**config.mk**
```make
export PLATFORM = sky130hd
export DESIGN_NAME = apb_cmd_master
export DESIGN_NICKNAME = d
export VERILOG_FILES = /design/src/rtl/apb_cmd_master.sv
export SDC_FILE = /design/constraint.sdc
export NUM_CORES = 1
export LEC_CHECK = 0
export CORE_AREA = 2 2 164 166
export DETAILED_ROUTE_END_ITERATION = 10
export DIE_AREA = 0 0 166 168
export GPL_ROUTABILITY_DRIVEN = 0
export PLACE_DENSITY_LB_ADDON = 0.25
export SETUP_SLACK_MARGIN = 0.2
export SKIP_CTS_REPAIR_TIMING = 1
export SLEW_MARGIN = 20
export SYNTH_ARGS = -nofsm -noshare
export SYNTH_HDL_FRONTEND = slang
export SYNTH_SLANG_ARGS = --single-unit
```
**constraint.sdc**
```tcl
create_clock -name pclk -period 6.4 [get_ports pclk]
set_input_delay 1.28 -clock pclk [delete_from_list [all_inputs] [get_ports pclk]]
set_output_delay 1.28 -clock pclk [all_outputs]
set_load 0.05 [all_outputs]
```
**src/rtl/apb_cmd_master.sv**
```systemverilog
// Command-driven APB requester: FIFO-fed read/write commands run as SETUP/ACCESS transfers,
// one valid/ready response per command. Define APB_CMD_MASTER_TIMEOUT_EN for an ACCESS timeout.
module apb_cmd_master #(
  parameter int unsigned ADDR_W         = 32,
  parameter int unsigned DATA_W         = 32,
  parameter int unsigned FIFO_DEPTH     = 4,
  parameter int unsigned RDATA_LAG      = 1,
  parameter int unsigned TIMEOUT_CYCLES = 16
) (
  input  logic              pclk,
  input  logic              preset_n,
  input  logic              cmd_valid,
  output logic              cmd_ready,
  input  logic              cmd_write,
  input  logic [ADDR_W-1:0] cmd_addr,
  input  logic [DATA_W-1:0] cmd_wdata,
  output logic              rsp_valid,
  input  logic              rsp_ready,
  output logic [DATA_W-1:0] rsp_rdata,
  output logic              rsp_err,
  output logic              busy,
  output logic              psel,
  output logic              penable,
  output logic              pwrite,
  output logic [ADDR_W-1:0] paddr,
  output logic [DATA_W-1:0] pwdata,
  input  logic [DATA_W-1:0] prdata,
  input  logic              pready
);

  localparam int unsigned PTR_W = $clog2(FIFO_DEPTH);
  localparam int unsigned ENT_W = 1 + ADDR_W + DATA_W;

  if (FIFO_DEPTH < 2 || (FIFO_DEPTH & (FIFO_DEPTH - 1)) != 0 || RDATA_LAG > 1 ||
      TIMEOUT_CYCLES < 1) begin : g_param_check
    $error("apb_cmd_master: illegal parameter value");
  end

  typedef enum logic [2:0] {StIdle, StSetup, StAccess, StCapture, StResp} state_e;

  state_e           state_q;
  logic [ENT_W-1:0] fifo_mem [FIFO_DEPTH];
  logic [PTR_W:0]   wr_ptr_q, rd_ptr_q;
  logic             fifo_empty, fifo_full, push, pop;
  logic [ENT_W-1:0] head;

  // Extra pointer MSB separates full (MSBs differ) from empty (pointers equal).
  assign fifo_empty = (wr_ptr_q == rd_ptr_q);
  assign fifo_full  = (wr_ptr_q[PTR_W] != rd_ptr_q[PTR_W]) &&
                      (wr_ptr_q[PTR_W-1:0] == rd_ptr_q[PTR_W-1:0]);
  assign cmd_ready  = !fifo_full;
  assign push       = cmd_valid && !fifo_full;
  assign pop        = (state_q == StIdle) && !fifo_empty;
  assign head       = fifo_mem[rd_ptr_q[PTR_W-1:0]];
  assign busy       = !fifo_empty || (state_q != StIdle);

  always_ff @(posedge pclk) begin
    if (push) fifo_mem[wr_ptr_q[PTR_W-1:0]] <= {cmd_write, cmd_addr, cmd_wdata};
  end

  always_ff @(posedge pclk or negedge preset_n) begin
    if (!preset_n) begin
      wr_ptr_q <= '0;
      rd_ptr_q <= '0;
    end else begin
      if (push) wr_ptr_q <= wr_ptr_q + 1'b1;
      if (pop)  rd_ptr_q <= rd_ptr_q + 1'b1;
    end
  end

`ifdef APB_CMD_MASTER_TIMEOUT_EN
  localparam int unsigned        CNT_W    = $clog2(TIMEOUT_CYCLES + 1);
  localparam logic [CNT_W-1:0]   TMO_LAST = CNT_W'(TIMEOUT_CYCLES - 1);
  logic [CNT_W-1:0] tmo_cnt_q;
  logic             err_q;
  assign rsp_err = err_q;
`else
  assign rsp_err = 1'b0;
`endif

  always_ff @(posedge pclk or negedge preset_n) begin
    if (!preset_n) begin
      state_q   <= StIdle;
      psel      <= 1'b0;
      penable   <= 1'b0;
      pwrite    <= 1'b0;
      paddr     <= '0;
      pwdata    <= '0;
      rsp_valid <= 1'b0;
      rsp_rdata <= '0;
`ifdef APB_CMD_MASTER_TIMEOUT_EN
      tmo_cnt_q <= '0;
      err_q     <= 1'b0;
`endif
    end else begin
      case (state_q)
        StIdle: begin
          if (!fifo_empty) begin
            {pwrite, paddr, pwdata} <= head;
            psel    <= 1'b1;
            state_q <= StSetup;
`ifdef APB_CMD_MASTER_TIMEOUT_EN
            err_q   <= 1'b0;
`endif
          end
        end
        StSetup: begin
          penable <= 1'b1;
          state_q <= StAccess;
`ifdef APB_CMD_MASTER_TIMEOUT_EN
          tmo_cnt_q <= '0;
`endif
        end
        StAccess: begin
          if (pready) begin
            psel    <= 1'b0;
            penable <= 1'b0;
            if (RDATA_LAG == 0) begin
              rsp_rdata <= pwrite ? '0 : prdata;
              rsp_valid <= 1'b1;
              state_q   <= StResp;
            end else begin
              state_q   <= StCapture;
            end
          end
`ifdef APB_CMD_MASTER_TIMEOUT_EN
          else if (tmo_cnt_q == TMO_LAST) begin
            // Abandon the stalled transfer and report it as an error response.
            psel      <= 1'b0;
            penable   <= 1'b0;
            rsp_rdata <= '0;
            err_q     <= 1'b1;
            rsp_valid <= 1'b1;
            state_q   <= StResp;
          end else begin
            tmo_cnt_q <= tmo_cnt_q + 1'b1;
          end
`endif
        end
        StCapture: begin
          // Slave's prdata is registered one cycle after the completing ACCESS edge.
          rsp_rdata <= pwrite ? '0 : prdata;
          rsp_valid <= 1'b1;
          state_q   <= StResp;
        end
        StResp: begin
          if (rsp_ready) begin
            rsp_valid <= 1'b0;
            state_q   <= StIdle;
          end
        end
        default: state_q <= StIdle;
      endcase
    end
  end

endmodule

```
==> impl_metrics.toml <==
[outcome]
status = "finished clean"

[power_and_ir_drop]
sw_frac_of_total_pct = 36.21
intPower_w = 0.006281
fin_total_pwr_w = 0.009846
seq_power_share_pct = 38.8
irDropWorstVdd_v = 0.0003992
clkPwrFrac_pct = 21.0
power.density_nw_per_um2 = 567.6
p_switching_w = 0.003565
comb_power_share_pct = 40.2
cellLeakagePower_nw = 6.160

[timing]
final.setup.tns_ps = 0
finalCritPeriodShare_pct = 66.68
finalHoldViolCount = 0
grt_setup_unrepaired = "false"
clock.fmax_ghz = 0.2343
slew_headroom_pct = 28.35
drv_slew = 0
finalClockSkew_ps = 20.23
fin_ws_ps = 2132
tightestPinTransition_ps = 1075
fin_crit_ps = 4268
setup_viol = 0

[grt]
grt_max_degree = 75
grt_usage_pct = 19.14
antenna_found_initial = 2
grt_first_pass_wirelength_um = 41310
first_global_vias = 7480
grt_overflow = 0

[floorplanning]
io_pins = 205
core_sq_um = 26350
die-area_sq_um = 27890
die_w_um = 166
die_h_um = 168
rows = 60
start_util_pct = 52.48

[cells_and_area]
design_area_sq_um = 17350
drive_gt1_share_pct = 21.28
fin_nets = 999
final_util_pct = 65.83
area_delta_synth_final_pct = 25.44

[setup_path]
required_ps = 5120
crit_path_max_fanout = 69
critPathLaunchType = "flop"
critPathKind = "flop to output port"
arrival_ps = 2990
end_kind = "output port"
reg2regPathDepth = 3

[route]
drc = 0
antenna_left = 0
via_count = 6914
via_per_inst = 5.470
drtIter0Drc = 399
first_pass_iters = 4
wl_um = 26350
drt-wirelength-per-cell_um = 20.85

[clocking]
h-tree-depth = 2
cts_tree = "built"
clk-insertion-delay-late_ps = 520
clk_pin_slew_ps = 50
root_buffer = "clkbuf_16"
cts_buffer_depth = 3
numCtsBuffers = 37
clock_sinks = 369

[placed_design]
place_area_sq_um = 16160
post-place-ws_ps = 2619
io_buffers = 203
place_hpwl_um = 16080

[synthesis]
synth_top_area_cell = "edfxtp_1"
seq_area_frac_synth_pct = 76.19
synth-async-reset-ratio_pct = 29.54
ys.flop_type = "edfxtp_1"
syn_nets = 788
yosys_warnings = 0
synth-seq-cells = 369
ys_top_cells_by_area = "edfxtp_1 (56%), dfrtp_1 (20%), mux4_2 (11%), mux2_2 (4.0%), mux2_4 (2.0%)"
synthCells = 681
yosysMostFrequentCell = "edfxtp_1"
synthTopCellsByCount = "edfxtp_1 (260), dfrtp_1 (109), mux4_2 (65)"
synth_top_area_share_pct = 56.46
synth_edf_count = 260
syn_area_sq_um = 13830
ys_types = 31
synth_area_per_cell_sq_um = 20.31

[run]
timing.max_cap.violations = 0

[worst_hold_path]
worstHoldPathType = "flop to flop"
hold_depth = 2
[routing by layer]
layer | global-route usage, % | vias to the layer above | part of all wire [%]
li1 | - | 3063 | -
met1 | 23.54 | 3544 | 39
met2 | 33.34 | 242 | 51
met3 | 4.631 | 65 | 6.3
met4 | 6.957 | 0 | 3.2
met5 | 0 | - | 0
[critical path, stage by stage, from the launching register on]
cell	delay (ps)
dfrtp_4	1090
xor2_1	260
nor3_1	270
nand2_1	110
clkdlybuf4s50_1	740
[placed cells by master, fill, tap and decap left out, types with 2 or more instances in the layout]
cell / instances
clkinv_1: 5
buf_4: 5
xor2_1: 5
clkbuf_16: 39
and2_4: 3
mux2_2: 49
nand2_1: 36
inv_1: 4
a21oi_1: 2
dfrtp_1: 107
clkbuf_1: 13
clkbuf_8: 3
clkinv_2: 5
edfxtp_1: 260
nor3_1: 2
mux2_4: 18
nand2b_1: 33
bufinv_16: 2
diode_2: 2
o21ai_0: 33
dfrtp_4: 2
clkdlybuf4s50_1: 202
mux4_2: 65
ha_1: 5
xnor2_1: 5
nor2_1: 5
nand3b_1: 2
[power groups by stage]
stage               sequential (W)  clock [W]  combinational [W]
finish                     0.00382    0.00207            0.00396
global placement           0.00380          0            0.00392
detailed placement         0.00387          0            0.00400
global route               0.00391    0.00220            0.00419
floorplan                  0.00479          0            0.00183
CTS                        0.00383    0.00212            0.00402
[cell type report]
| type | instances | area [sq um] |
|---|---|---|
| Inverter | 4 | 15.01 |
| Antenna cell | 2 | 5.005 |
| Multi-Input combinational cell | 273 | 3119 |
| Timing Repair Buffer | 207 | 2059 |
| Sequential cell | 369 | 10540 |
| Tap cell | 341 | 426.7 |
| Clock buffer | 55 | 1066 |
| Fill cell | 1734 | 9004 |
| Clock inverter | 13 | 112.6 |
[registers in the layout, indices dropped and copies added (netlist names), 3 cells and up]
| name | cells |
|---|---|
| fifo_mem | 260 |
| paddr | 32 |
| pwdata | 32 |
| rsp_rdata | 32 |
| rd_ptr_q | 3 |
| state_q | 3 |
| wr_ptr_q | 3 |
[kinds of logic (layout without fill, tap and decap cells)]
family,Yosys count,in the layout,synth area share [%]
mux,132,132,16.53
compound gates,40,40,1.556
flops,369,369,76.19
other cells,1,3,0.02712
xor+xnor,10,10,0.6333
buf+inv,39,279,1.475
simple gates,85,85,3.140
fa+ha+maj,5,5,0.4524
[final timing paths]
check,startpoint,to,slack [ps]
setup / recovery,rd_ptr_q[1],busy,2130
hold / removal,rsp_rdata[13],rsp_rdata[13],480
setup reg to reg,rd_ptr_q[1],fifo_mem[2][58],3150
hold reg to reg,rsp_rdata[13],rsp_rdata[13],480
max in group asynchronous,preset_n,rd_ptr_q[1],4390
min in group asynchronous,preset_n,paddr[14],920
[stage by stage]
step	cells	hold WS, ps
detailed placement	1194	475.8
floorplan	681	460.4
global route	1262	499.2
CTS	1262	487.5
finish	1264	482.4
global placement	1194	462.3
No activity file was read; power rests on OpenSTA's default activity.
